===== src/rtl/grf_wb_ctl.sv =====
// Writeback controller: merges ALU and memory-load results onto the single register-file write port.
// ALU results present one cycle later, loads two cycles after push; a starved full FIFO briefly stalls the ALU.
module grf_wb_ctl #(
  parameter int DEPTH  = 2,
  parameter int STARVE = 3
) (
  input  logic        i_clk,
  input  logic        i_rst,
  input  logic        i_clk_en,
  input  logic        i_alu_valid,
  input  logic [3:0]  i_alu_waddr,
  input  logic [3:0]  i_alu_wen,
  input  logic [31:0] i_alu_din,
  output logic        o_alu_stall,
  input  logic        i_mem_valid,
  output logic        o_mem_ready,
  input  logic [3:0]  i_mem_waddr,
  input  logic [3:0]  i_mem_wen,
  input  logic [31:0] i_mem_din,
  input  logic        i_claim_valid,
  input  logic [3:0]  i_claim_addr,
  output logic [15:0] o_busy,
  output logic [3:0]  o_waddr,
  output logic [3:0]  o_wen,
  output logic [31:0] o_din,
  output logic        o_cs_b
);

  localparam int              SW          = $clog2(STARVE + 1);
  localparam logic [1:0]      DEPTH_C     = 2'(DEPTH);
  localparam logic [SW-1:0]   STARVE_LAST = SW'(STARVE - 1);

  typedef enum logic {ALU_PRI = 1'b0, MEM_PRI = 1'b1} state_t;

  state_t        state, state_nxt;
  logic [SW-1:0] starve_cnt, starve_nxt;
  logic [1:0]    count;
  logic          rd_ptr, wr_ptr;
  logic [3:0]    q_waddr [2];
  logic [3:0]    q_wen   [2];
  logic [31:0]   q_din   [2];
  logic          fifo_full, fifo_empty;
  logic          push, pop, alu_issue, deferred;
  logic [3:0]    win_waddr, win_wen;
  logic [31:0]   win_din;
  logic [15:0]   busy_nxt;

  assign fifo_full   = (count == DEPTH_C);
  assign fifo_empty  = (count == 2'd0);
  assign o_mem_ready = (count < DEPTH_C);
  assign push        = i_clk_en && i_mem_valid && o_mem_ready;
  assign deferred    = i_clk_en && (state == ALU_PRI) && i_alu_valid && fifo_full;

  always_comb begin
    alu_issue = 1'b0;
    pop       = 1'b0;
    if (i_clk_en) begin
      if (state == MEM_PRI)  pop       = !fifo_empty;
      else if (i_alu_valid)  alu_issue = 1'b1;
      else if (!fifo_empty)  pop       = 1'b1;
    end
  end

  // FSM: state register
  always_ff @(posedge i_clk or posedge i_rst) begin
    if (i_rst) state <= ALU_PRI;
    else       state <= state_nxt;
  end

  // FSM: next state; MEM_PRI lasts exactly one enabled cycle
  always_comb begin
    state_nxt = state;
    if (i_clk_en) begin
      case (state)
        ALU_PRI: if (deferred && starve_cnt == STARVE_LAST) state_nxt = MEM_PRI;
        MEM_PRI: state_nxt = ALU_PRI;
        default: state_nxt = ALU_PRI;
      endcase
    end
  end

  // FSM: outputs
  always_comb begin
    o_alu_stall = (state == MEM_PRI) && i_alu_valid;
  end

  always_comb begin
    starve_nxt = starve_cnt;
    if (i_clk_en) begin
      if (pop || !fifo_full) starve_nxt = '0;
      else if (deferred)     starve_nxt = starve_cnt + 1'b1;
    end
  end

  always_ff @(posedge i_clk or posedge i_rst) begin
    if (i_rst) starve_cnt <= '0;
    else       starve_cnt <= starve_nxt;
  end

  always_ff @(posedge i_clk or posedge i_rst) begin
    if (i_rst) begin
      count  <= 2'd0;
      rd_ptr <= 1'b0;
      wr_ptr <= 1'b0;
    end else begin
      if (push) wr_ptr <= ~wr_ptr;
      if (pop)  rd_ptr <= ~rd_ptr;
      case ({push, pop})
        2'b10:   count <= count + 2'd1;
        2'b01:   count <= count - 2'd1;
        default: count <= count;
      endcase
    end
  end

  // Payload storage needs no reset; validity is carried by count
  always_ff @(posedge i_clk) begin
    if (push) begin
      q_waddr[wr_ptr] <= i_mem_waddr;
      q_wen[wr_ptr]   <= i_mem_wen;
      q_din[wr_ptr]   <= i_mem_din;
    end
  end

  always_comb begin
    win_waddr = alu_issue ? i_alu_waddr : q_waddr[rd_ptr];
    win_wen   = alu_issue ? i_alu_wen   : q_wen[rd_ptr];
    win_din   = alu_issue ? i_alu_din   : q_din[rd_ptr];
  end

  // Set after clear so a same-cycle claim keeps the register busy
  always_comb begin
    busy_nxt = o_busy;
    if (pop)                        busy_nxt[q_waddr[rd_ptr]] = 1'b0;
    if (i_clk_en && i_claim_valid)  busy_nxt[i_claim_addr]    = 1'b1;
  end

  always_ff @(posedge i_clk or posedge i_rst) begin
    if (i_rst) o_busy <= 16'h0000;
    else       o_busy <= busy_nxt;
  end

  always_ff @(posedge i_clk or posedge i_rst) begin
    if (i_rst) begin
      o_cs_b  <= 1'b1;
      o_wen   <= 4'h0;
      o_waddr <= 4'h0;
      o_din   <= 32'h0;
    end else if (i_clk_en) begin
      if ((alu_issue || pop) && win_wen != 4'h0) begin
        o_cs_b  <= 1'b0;
        o_waddr <= win_waddr;
        o_wen   <= win_wen;
        o_din   <= win_din;
      end else begin
        o_cs_b  <= 1'b1;
        o_wen   <= 4'h0;
      end
    end
  end

endmodule


===== config.mk =====
export PLATFORM = sky130hd
export DESIGN_NAME = grf_wb_ctl
export DESIGN_NICKNAME = d
export VERILOG_FILES = /design/src/rtl/grf_wb_ctl.sv
export SDC_FILE = /design/constraint.sdc
export NUM_CORES = 1
export LEC_CHECK = 0
export ABC_AREA = 1
export BUFFER_PORTS_ARGS = -buffer_cell sky130_fd_sc_hd__buf_2
export CAP_MARGIN = 0
export CORE_MARGIN = 10
export CORE_UTILIZATION = 50
export CTS_CLUSTER_SIZE = 20
export DETAILED_ROUTE_END_ITERATION = 12
export HOLD_SLACK_MARGIN = 0.02
export PLACE_DENSITY = 0.79
export SLEW_MARGIN = 20
export SYNTH_ARGS = -nofsm -noshare
export SYNTH_HDL_FRONTEND = slang
export SYNTH_SLANG_ARGS = --single-unit

===== constraint.sdc =====
create_clock -name i_clk -period 9.1 [get_ports i_clk]
set_clock_uncertainty 0.2 [all_clocks]
set_input_delay 0.455 -clock i_clk [delete_from_list [all_inputs] [get_ports i_clk]]
set_output_delay 0.455 -clock i_clk [all_outputs]
set_load 0.02 [all_outputs]

## Word-level counts from Yosys, hierarchy flattened

Memory sizes are Yosys's and may differ from the RTL's.
Index checks and enable logic that the tools add are counted.

- Register bits after elaboration: 64
- Bits in writable memories: 80
- Bits of input ports: 90
- Output and inout bits: 59
- Logic and storage cells: 77
- Memories: 3

- $add $sub $neg: 3
- Order comparisons: 5
- Equal/unequal tests: 4
- Muxes and demuxes: 25
- Bitwise operators: 6
- Reduce and logical (&&, ||, !) cells: 21

Memory list:

| memory | words | bits a word | rd ports | clocked after Yosys merged registers in | wr ports | line | text |
|---|---|---|---|---|---|---|---|
| q_din | 2 | 32 | 1 | 0 | 1 | 41 | `logic [31:0] q_din [2];` |
| q_waddr | 2 | 4 | 1 | 0 | 1 | 39 | `logic [3:0] q_waddr [2];` |
| q_wen | 2 | 4 | 1 | 0 | 1 | 40 | `logic [3:0] q_wen [2];` |

Operators by type and width:

| kind | number |
|---|---|
| two-way mux 16 bit | 2 |
| two-way mux 32 bit | 1 |
| bitwise AND 16 bit | 1 |
| inverter 16 bit | 1 |
| bitwise OR 16 bit | 1 |
| two-way mux 1 bit | 13 |
| two-way mux 4 bit | 3 |
| logical AND 1 bit | 11 |
| less-than comparator 4 x 5 -> 1 bit (second input constant) | 2 |
| demux 1 bit (select 4 bit) | 2 |
| greater-or-equal comparator 4 x 1 -> 1 bit (second input constant) | 2 |
| equality test 2 bit (second input constant) | 3 |
| adder 2 x 1 -> 2 bit (second input constant) | 2 |
| two-way mux 2 bit | 2 |
| case mux 2 bit (2 select lines) | 1 |
| AND reduction 2 bit | 2 |
| nonzero test 2 bit | 2 |
| nonzero test 4 bit | 1 |
| inverter 1 bit | 3 |
| equality test 2 x 1 -> 1 bit (second input constant) | 1 |
| zero test 1 bit | 2 |
| zero test 2 bit | 1 |
| logical OR 1 bit | 2 |
| less-than comparator 2 bit (second input constant) | 1 |
| other kinds (2) | 2 |

## Logic depth before layout (Yosys ltp)

Gate-level depths: netlist of the first run.
An unclocked memory read counts as a cell.

- Depth after elaboration: 10
- Gate-level depth with buffers: 12
- Mapped depth without buffers: 10

## Worst setup path before layout of the first run

No wires, ideal clock.

- Path kind: input to register
- Start point: input port i_clk_en
- End point: memory q_din[0][0], enable pin
- Library setup time: 438 ps
- Arrival time: 2,508 ps
- Required time: 8,462 ps
- Path slack: 5,955 ps
- Cell stages on the path: 3
- Path buffers: 1
- Cell sequence: buf_2 nand3_1 nor2_1

- Cells in the longest elaborated chain, start to end: 4

RTL lines:

| item | line | text |
|---|---|---|
| start: declaration | 9 | `input logic i_clk_en,` |
| logical AND 1 bit (2 in a row) | 51 | `assign push = i_clk_en && i_mem_valid && o_mem_ready;` |
| two-way mux 1 bit | 118 | `if (push) begin` |
| two-way mux 1 bit (not written as such) | 121 | `q_din[wr_ptr] <= i_mem_din;` |
| end: declaration | 41 |  |

Every way passes these cells.

## Worst setup path in the final report of the first run

- Start point: register state
- End point: register o_waddr[3]

- Cells in the longest elaborated chain, start to end: 6
- Elaborated cells on any way between the ends: 10
- Those cells by class: mux (6); reduce/logical (4)

RTL lines:

| item | line | text |
|---|---|---|
| start: declaration | 35 | `state_t state, state_nxt;` |
| start signal: assignment | 67 | `else state <= state_nxt;` |
| two-way mux 1 bit | 58 | `if (state == MEM_PRI) pop = !fifo_empty;` |
| two-way mux 1 bit | 57 | `if (i_clk_en) begin` |
| two-way mux 4 bit | 127 | `win_wen = alu_issue ? i_alu_wen : q_wen[rd_ptr];` |
| nonzero test 4 bit | 150 | `if ((alu_issue \|\| pop) && win_wen != 4'h0) begin` |
| logical AND 1 bit | 150 |  |
| AND reduction 2 bit (no line) | n/a |  |
| end signal: assignment | 152 | `o_waddr <= win_waddr;` |
| end: declaration | 23 | `output logic [3:0] o_waddr,` |

Several ways; a longest one is shown, not always the timed one.
A chain may end at the register's enable or synchronous reset.

==> reports/qor.txt, run 1 <==
Outcome: complete, no violations
Post-synth top cells: 187 x nand2_1, 80 x edfxtp_1, 63 x dfrtp_1
1st-pass router iterations: 5
CTS Buf Count: 17
Max-Cap Viols: 0
Global route hottest layer: met2
Post-DR wirelength/cell: 16.68 um
Final Setup Violations: 0
Worst r2r path cells: 10
Hold Crit Depth: 1
Met2 GRT Util: 29.38%
Die width: 129.8 um
Vias/cell: 5.240
Synth area leader: edfxtp_1
Synth Cell Area: 6023 um2
Layout area overhead: 27.15%
Worst vdd rail ir drop: 0.1538 mV
Top-count cell post-synth: nand2_1
Latest clock arrival within the worst-skew pair: 0.42 ns
Final period util: 34.64%
DRT antenna net count: 0
Detailed-placement wirelength estimate: 10.28 mm
CTS tree: built
Setup ws final: 5.947 ns
Antenna violations before repair: 0
Clock sink count: 144
Sequential share of the synthesized area: 66.49%
Die Ht: 129.8 um
Fin util: 64.30%
Port Buffers: 148
Yosys top cell area share: 39.88%
Worst Max-Slew Pin Slew: 0.9673 ns
Post-Syn Instances: 575
Worst Path Required: 9.19 ns
EDFF count, synth: 80
CP Class: reg -> reg
H-Tree Depth: 4
Vias post-DR: 4721
I/O pins: 149
Final WL: 15.03 mm
Slew margin rel.: 35.28%
Dpl ws: 5.737 ns
Synthesized area per cell: 10.48 um2
Layout cells sized above 1: 26.56%
Row cnt: 40
Vias in the first global route: 4734
Reg clk slew, reported paths: 0.06 ns
Hold WC Path Type: in -> reg
Multi-input gate area in the final layout: 1763 um2
Overall Power: 2395 uW
Crit start category: flip-flop
Post-synth cell types: 27
Fin. Hold Viols: 0
Maximum clock frequency: 317.2 MHz
Seq. cell area: 4005 um2
Layout net count: 832
Setup_tns: 0 ns
Clk root buf: clkbuf_16
Pin count of the biggest net entering global routing: 78
Met1 Track Usage GR: 21.27%
Total Routing Usage GR: 17.97%
Final hold slack: 0.03763 ns
Fill cells: 912
Synthesis Warnings: 0
DIE AREA: 16840 um2
Post-Syn Nets: 667
Max clock buf depth: 2
CP max FO: 77
Met3 Usage GRT: 6.450%
CP arrival: 3.25 ns
Async set-reset flop share out of synthesis: 44.44%
Initial Util: 50.57%
Tmin final: 3.153 ns
Pwr Density: 312.7 nW/um2
Remaining global-route overflow: 0
Post-synth top flop: edfxtp_1
First-pass GRT wire length: 23.56 mm
Top cells by area, synth: edfxtp_1 40%, dfrtp_1 26%, nand2_1 12%, o21ai_0 3.4%, a31oi_1 3.3%
Unrepaired setup endpoints after global routing: false
CP Capture Type: flip-flop
Routability cong.: 0.8459
Slew Limit Fails: 0
#FFs+latches synth: 144
Leakage: 0.003481 uW
Drt drc: 0
Starting DRT DRC Count: 418
Placeable Area: 11910 um2
==> final cells by class <==
class,count,share of cell area [%]
tap,147,2.402
clock inverter,7,1.127
inverter,25,1.225
multi-input combinational,376,23.02
clock buffer,25,6.208
timing repair buffer,176,13.69
sequential,144,52.30
antenna,1,0.03267
==> worst max-delay path, cell delays in order, from the launching register on <==
cell and delay [ns]:
dfrtp_1 0.37, inv_1 0.12, nand3_2 0.09, buf_4 0.57, nand2_1 0.13, nand2_1 0.12, nor2_2 0.05, nand2_2 0.64
nand2_4 0.44, nand2_1 0.18, nand2_1 0.07
==> registers in the layout, indices dropped and copies added, names as in the netlist, 2 cells and up <==
signal,flops
count,2
o_wen,4
o_waddr,4
starve_cnt,2
q_din,64
q_wen,8
o_din,32
o_busy,16
q_waddr,8
==> worst paths after layout <==
check	start	endpoint	slack (ns)
max in group asynchronous	i_rst	o_din[15]$_DFFE_PP0P_	8.10
max reg2reg	state$_DFFE_PP0P_	o_waddr[3]$_DFFE_PP0P_	5.95
min	i_mem_din[23]	q_din[1][23]$_DFFE_PP_	0.04
min reg2reg	o_din[23]$_DFFE_PP0P_	o_din[23]$_DFFE_PP0P_	0.27
min in group asynchronous	i_rst	o_busy[8]$_DFF_PP0_	0.08
max	state$_DFFE_PP0P_	o_waddr[3]$_DFFE_PP0P_	5.95
==> metal layers <==
layer  vias to the layer above  part of all wire, %
li1                       2284                    -
met3                        19                  8.4
met4                         0                  1.4
met2                       177                   49
met5                         -                    0
met1                      2241                   41
==> power breakdown <==
group	switching, uW	leakage (uW)	internal (uW)
logic	536	0.00170	247
clock network	244	0.000273	415
registers	90.8	0.00151	863
total	870	0.00348	1520
==> cell usage in the layout (no fill, tap or decap), types with 22 or more instances in the layout <==
master         instances
o21ai_0               41
inv_1                 22
dfrtp_1               63
nand2_1              186
buf_2                148
nor2_1                44
a31oi_1               32
dlygate4sd3_1         23
nand3_1               38
edfxtp_1              80
==> cell families (layout without fill, tap and decap cells) <==
kind of cell    count (synthesis)  after routing  synth area share [%]
compound gates                 81             81                 7.728
xor+xnor                        4              4                0.5817
fa+ha+maj                       2              2                0.4154
buf+inv                        55            233                 4.528
flops                         144            144                 66.49
other cells                     0              1                     0
simple gates                  289            289                 20.25
==> repair_timing <==
item,4_1_cts,5_1_grt
endpoints found under the hold margin,45,0
setup endpoints to repair,0,0
resized for setup,0,0
hold buffers,23,0
buffers inserted,0,0
==> metrics by stage <==
step                cells  instance area [um2]
finish                901                 7659
global placement      843                 6809
detailed placement    845                 6864
global route          900                 7656
floorplan             575                 6023
CTS                   900                 7656
Note: power is estimated with default switching activity, not from simulation.
==> run 2: changes to the inputs <==
- ABC_AREA: 1 -> 0
- CORE_UTILIZATION: 50 -> 48
- clock period: 9.1 -> 2.7 ns (I/O delays scaled with it)
==> reports/qor.txt, run 2 <==
Outcome: complete, no violations
Die width: 133.2 um (+2.7%)
CP max FO: 14 (-82%)
Tmin final: 2.569 ns (-0.5839 ns)
Post-Syn Nets: 548 (-18%)
Antenna violations before repair: 2 (+2)
Vias post-DR: 4782 (+1.3%)
CTS Buf Count: 17 (unchanged)
Largest reg by FF count: q_din
Remaining global-route overflow: 0 (unchanged)
First-pass GRT wire length: 27.29 mm (+16%)
Slew margin rel.: 44.89% (+9.6 points)
Die Ht: 133.2 um (+2.7%)
Final period util: 95.14% (+60 points)
Comb power frac: 32.8% (about the same)
Fill cells: 812 (-11%)
Post-synthesis mux area share: 6.509% (+6.5 points)
Synth Cell Area: 6151 um2 (+2.1%)
Pin count of the biggest net entering global routing: 68 (-13%)
Layout cells sized above 1: 32.64% (+6.1 points)
Final WL: 17.48 mm (+16%)
Detailed-placement wirelength estimate: 10.55 mm (+2.6%)
Placeable Area: 12570 um2 (+5.5%)
Switch share: 34.59% (-1.7 points)
Starting DRT DRC Count: 360 (-14%)
Worst Path Required: 2.80 ns (-6.39 ns)
Hold WC Path Type: in -> reg
Largest register FFs: 64 (unchanged)
Seq pwr share: 38.2% (-1.6 points)
EDFF count, synth: 80 (unchanged)
Total Routing Usage GR: 19.36% (+1.4 points)
Clock sink count: 144 (unchanged)
Met3 Usage GRT: 5.526% (-0.92 points)
H-Tree Depth: 4 (unchanged)
Layout net count: 799 (-4.0%)
Final Setup Violations: 0 (unchanged)
Drt drc: 0 (unchanged)
Post-Syn Instances: 456 (-21%)
Post-synthesis xor/xnor area fraction: 0.7120% (+0.13 points)
Pwr Density: 956.4 nW/um2 (+210%)
Dpl ws: 0.5046 ns (-5.232 ns)
Post-synthesis compound-gate area fraction: 15.11% (+7.4 points)
Met2 GRT Util: 34.06% (+4.7 points)
Simple-Gate Fraction of Synth Area: 8.218% (-12 points)
CP Class: reg -> reg
Dpl cells: 758 (-10%)
Worst vdd rail ir drop: 0.5470 mV (+260%)
1st-pass router iterations: 5 (unchanged)
Yosys top cell area share: 39.06% (-0.83 points)
Vias in the first global route: 5198 (+9.8%)
Largest regs: q_din x64, o_din x32, o_busy x16
Synth Area in Adders: 0.4068% (-0.0086 points)
DRT antenna net count: 0 (unchanged)
Unrepaired setup endpoints after global routing: false
Reg clk slew, reported paths: 0.06 ns (about the same)
Int Pwr: 5448 uW (+260%)
Fin. Hold Viols: 0 (unchanged)
Worst Max-Slew Pin Slew: 0.8255 ns (-0.1418 ns)
Post-DR wirelength/cell: 19.55 um (+17%)
Setup_tns: 0 ns (unchanged)
Sequential share of the synthesized area: 65.11% (-1.4 points)
#FFs+latches synth: 144 (unchanged)
Slew Limit Fails: 0 (unchanged)
Vias/cell: 5.349 (+2.1%)
Async set-reset flop share out of synthesis: 44.44% (unchanged)
Global route hottest layer: met2
NetSw: 2881 uW (+230%)
Crit start category: flip-flop
Row cnt: 41 (+2.5%)
Maximum clock frequency: 389.3 MHz (+23%)
Post-synth top flop: edfxtp_1
Clk root buf: clkbuf_16
Layout Cells excl Fill: 894 (-0.78%)
Synthesis Warnings: 0 (unchanged)
CP Capture Type: flip-flop
Synth area leader: edfxtp_1
Most frequent cells in the layout: 147 x buf_2, 100 x dlygate4sd3_1, 80 x edfxtp_1, 62 x dfrtp_1, 46 x nand2_1
Max-Cap Viols: 0 (unchanged)
Commonest non-fill, non-tap cell in the layout: buf_2
Top-count cell post-synth: edfxtp_1
Met1 Track Usage GR: 21.16% (-0.11 points)
Post-synth top cells: 80 x edfxtp_1, 63 x dfrtp_1, 46 x nand2_1
Layout area overhead: 41.58%
Main combinational cell family by area after synthesis: compound AO/OA/AOI/OAI gates
Port Buffers: 148 (unchanged)
CTS tree: built
CP arrival: 2.67 ns (-0.58 ns)
Max clock buf depth: 2 (unchanged)
Synthesized area per cell: 13.49 um2 (+29%)
Top cells by area, synth: edfxtp_1 39%, dfrtp_1 26%, mux2i_1 6.5%, o22ai_2 6.1%, a21oi_1 2.9%
Latest clock arrival within the worst-skew pair: 0.42 ns (about the same)
Initial Util: 48.94% (-1.6 points)
Post-synth cell types: 39 (+44%)
Routability cong.: 0.8284 (-2.1%)
Setup ws final: 0.1313 ns (-5.816 ns)
I/O pins: 149 (unchanged)
Clk pwr share: 29.0% (+1.5 points)
DIE AREA: 17740 um2 (+5.4%)
Leakage: 0.003682 uW (+5.8%)
run 2: final cells by class:
type                            instances  area (um2)  share of cell area, %
Clock buffer                           18       439.2                  5.043
Inverter                                8       30.03                 0.3448
Multi-Input combinational cell        277        1924                  22.10
Sequential cell                       144        4006                  46.01
Tap cell                              172       215.2                  2.471
Timing Repair Buffer                  259        1907                  21.90
Clock inverter                         14       181.4                  2.083
Antenna cell                            2       5.005                0.05747
run 2: path summary, 6_finish.rpt:
check,cells past startpoint,to,slack [ns],startpoint
hold / removal,3,state$_DFFE_PP0P_,0.14,i_alu_valid
hold reg to reg,2,o_busy[7]$_DFF_PP0_,0.30,o_busy[7]$_DFF_PP0_
setup reg to reg,5,o_busy[12]$_DFF_PP0_,0.13,rd_ptr$_DFFE_PP0N_
max in group asynchronous,4,o_din[2]$_DFFE_PP0P_,1.44,i_rst
setup / recovery,5,o_busy[12]$_DFF_PP0_,0.13,rd_ptr$_DFFE_PP0N_
min in group asynchronous,3,o_din[9]$_DFFE_PP0P_,0.23,i_rst
run 2: logic make-up after synthesis:
| kind of cell | count (synthesis) |
|---|---|
| compound gates | 119 |
| xor+xnor | 5 |
| fa+ha+maj | 2 |
| buf+inv | 35 |
| flops | 144 |
| mux | 40 |
| simple gates | 111 |
run 2: worst max-delay path, stage by stage, from the launching register on:
cell and delay (ns):
dfrtp_2 0.62, mux2i_1 0.42, nand2_1 0.19, o31ai_1 0.30, o21ai_1 0.13, dlygate4sd3_1 0.58
run 2: routing by layer:
layer  vias up  routed length [um]
met3        56                1088
met2       213                9055
met1      2329                6727
met5         -                   0
met4         0                 609
li1       2184                   -
run 2: stage by stage:
step	area [um2]	power, uW	utilization, %	hold WS [ns]
after floorplan	6151	4934	-	0.03387
after global placement	7043	5622	56.04	0.1250
after detailed placement	7043	5718	56.04	0.1260
after CTS	8665	8290	68.94	0.1027
after global routing	8708	8689	69.29	0.1662
final	8708	8329	69.29	0.1433
run 2: repair_timing:
action	4_1_cts	5_1_grt
setup buffers	0	1
endpoints found under the hold margin	177	0
hold buffers	100	0
gates resized for setup	0	3
endpoints found under the setup margin	0	2
run 2: power by group through the flow:
stage	logic, uW	clock network (uW)	registers (uW)
after floorplan	1360	0	3570
after global routing	2930	2530	3230
after global placement	2460	0	3170
after detailed placement	2520	0	3190
after CTS	2690	2440	3160
final	2730	2420	3180
==> run 3: changes to the inputs <==
- GPL_TIMING_DRIVEN: not set -> 0
==> reports/qor.txt, run 3 (synthesized netlist as in run 2, its figures left out) <==
Outcome: complete, no violations
DIE AREA: 17740 um2 (unchanged)
Cell Chain, Critical Path: dlygate4sd3_1, buf_4, clkbuf_1, nand3_1, nor2_4, buf_16
Vias post-DR: 4807 (+0.52%)
Max-Cap Viols: 0 (unchanged)
Fin util: 69.68% (+0.39 points)
Int Pwr: 5457 uW (+0.17%)
# resized after CTS: 0 (unchanged)
Clk root buf: clkbuf_16
Pin count of the biggest net entering global routing: 39 (-43%)
Seq. cell area: 4005 um2 (about the same)
Fin. Hold Viols: 0 (unchanged)
Tmin final: 2.542 ns (-0.02713 ns)
Worst Max-Slew Pin Slew: 0.8486 ns (+0.02306 ns)
Comb power frac: 34.0% (+1.2 points)
Layout Cells excl Fill: 908 (+1.6%)
Multi-input gate area in the final layout: 1919 um2 (-0.26%)
Commonest non-fill, non-tap cell in the layout: buf_2
CP Capture Type: flip-flop
Slew Limit Fails: 0 (unchanged)
Total Routing Usage GR: 19.63% (+0.27 points)
Leakage: 0.003734 uW (+1.4%)
Clock sink count: 144 (unchanged)
Initial Util: 48.94% (unchanged)
Vias/cell: 5.294 (-1.0%)
Crit start category: primary input
I/O pins: 149 (unchanged)
H-Tree Depth: 4 (unchanged)
First-pass GRT wire length: 27.41 mm (+0.45%)
CP max stage cell: nor2_4
NetSw: 2844 uW (-1.3%)
DRT antenna net count: 0 (unchanged)
CP Buf/Inv Count: 4 (+3)
Layout cells sized above 1: 32.70% (+0.059 points)
Unrepaired setup endpoints after global routing: false
CP max FO: 22 (+8)
CTS tree: built
Clk pwr share: 28.3% (-0.7 points)
Routability cong.: 0.8268 (-0.19%)
Port Buffers: 147 (-0.68%)
Worst vdd rail ir drop: 0.7108 mV (+30%)
1st-pass router iterations: 7 (+2)
CTS Buf Count: 17 (unchanged)
Dpl cells: 778 (+2.6%)
Vias in the first global route: 5225 (+0.52%)
CP delay by family, top: buffers and inverters
CP arrival: 2.46 ns (-0.21 ns)
Most frequent cells in the layout: 153 x buf_2, 96 x dlygate4sd3_1, 80 x edfxtp_1, 63 x dfrtp_1, 46 x nand2_1
Post-DR wirelength/cell: 19.25 um (-1.5%)
Remaining global-route overflow: 0 (unchanged)
Maximum clock frequency: 393.5 MHz (+1.1%)
Largest register FFs: 64 (unchanged)
CP Class: in -> reg
Die width: 133.2 um (unchanged)
Pwr Density: 947.8 nW/um2 (-0.90%)
Delay of the slowest cell on the worst path: 0.63 ns (about the same)
Row cnt: 41 (unchanged)
Latest clock arrival within the worst-skew pair: 0.41 ns (about the same)
Largest regs: q_din x64, o_din x32, o_busy x16
Total setup buffers inserted after CTS: 0 (unchanged)
Final WL: 17.48 mm (about the same)
Slew margin rel.: 43.23% (-1.7 points)
Final period util: 94.13% (-1.0 points)
Overall Power: 8300 uW (-0.34%)
Final Setup Violations: 0 (unchanged)
Layout area overhead: 42.37%
Max clock buf depth: 2 (unchanged)
Largest reg by FF count: q_din
Placeable Area: 12570 um2 (unchanged)
Hold WC Path Type: in -> async
Fill cells: 850 (+4.7%)
Antenna violations before repair: 2 (unchanged)
Starting DRT DRC Count: 374 (+3.9%)
Worst Path Required: 2.61 ns (-0.19 ns)
Switch share: 34.26% (-0.33 points)
Layout net count: 813 (+1.8%)
Detailed-placement wirelength estimate: 11.50 mm (+9.0%)
# hold bufs at CTS: 96 (-4.0%)
Reg clk slew, reported paths: 0.06 ns (about the same)
Seq pwr share: 37.8% (-0.4 points)
Die Ht: 133.2 um (unchanged)
Drt drc: 0 (unchanged)
[run 3: changes by cell type in the layout (fill, tap and decap cells not counted), sizes merged]
cell and change:
clkbuf +7, buf +11, clkinv +4, dlygate4sd3 -4, clkinvlp -2, inv -2
[run 3: path summary, 6_finish.rpt]
kind	startpoint	endpoint	slack (ns)	cells after the start
max	i_clk_en	q_din[0][14]$_DFFE_PP_	0.16	6
min	i_rst	o_din[11]$_DFFE_PP0P_	0.06	3
max reg2reg	rd_ptr$_DFFE_PP0N_	o_busy[14]$_DFF_PP0_	0.28	6
min reg2reg	o_busy[7]$_DFF_PP0_	o_busy[7]$_DFF_PP0_	0.31	2
max in group asynchronous	i_rst	o_cs_b$_DFFE_PP1P_	1.65	4
min in group i_clk	i_alu_valid	o_busy[0]$_DFF_PP0_	0.11	5
[run 3: cell type report]
cell class / count / area share (%)
clock buffer: 18 / 4.901
tap: 172 / 2.457
inverter: 8 / 0.3715
sequential: 144 / 45.74
buffer: 27 / 2.415
multi-input combinational: 277 / 21.92
timing repair buffer: 246 / 20.23
antenna: 2 / 0.05715
clock inverter: 14 / 1.915
[run 3: power groups by stage]
stage / Sequential, uW / Clock, uW / Combinational, uW
finish: 3130 / 2350 / 2820
global route: 3180 / 2470 / 3030
CTS: 3120 / 2370 / 2820
detailed placement: 3160 / 0 / 2670
global placement: 3130 / 0 / 2560
floorplan: 3570 / 0 / 1360
[run 3: per-layer routing]
| metal | routed length (um) | global-route usage, % | vias up |
|---|---|---|---|
| li1 | - | - | 2227 |
| met3 | 956 | 5.301 | 48 |
| met4 | 625 | 10.52 | 0 |
| met2 | 9039 | 33.48 | 187 |
| met5 | 0 | 0 | - |
| met1 | 6858 | 21.96 | 2345 |
[run 3: per-stage QoR]
step	worst slack, ns	instance area (um2)	hold WS (ns)	setup TNS, ns
2_1_floorplan	-0.4621	6151	0.03387	-36.97
3_3_place_gp	-1.490	7102	0.1227	-119.48
3_5_place_dp	0.3330	7194	-0.05032	0
4_1_cts	0.1877	8752	0.05764	0
5_1_grt	0.01328	8757	0.08848	0
6_report	0.1584	8757	0.05543	0
[run 3: worst register-to-register path, cell delays in order, from the launching register on]
cell and delay, ns:
dfrtp_1 0.31, buf_2 0.23, mux2i_1 0.44, nand2b_1 0.22
o31ai_1 0.24, o21ai_1 0.10, dlygate4sd3_1 0.57
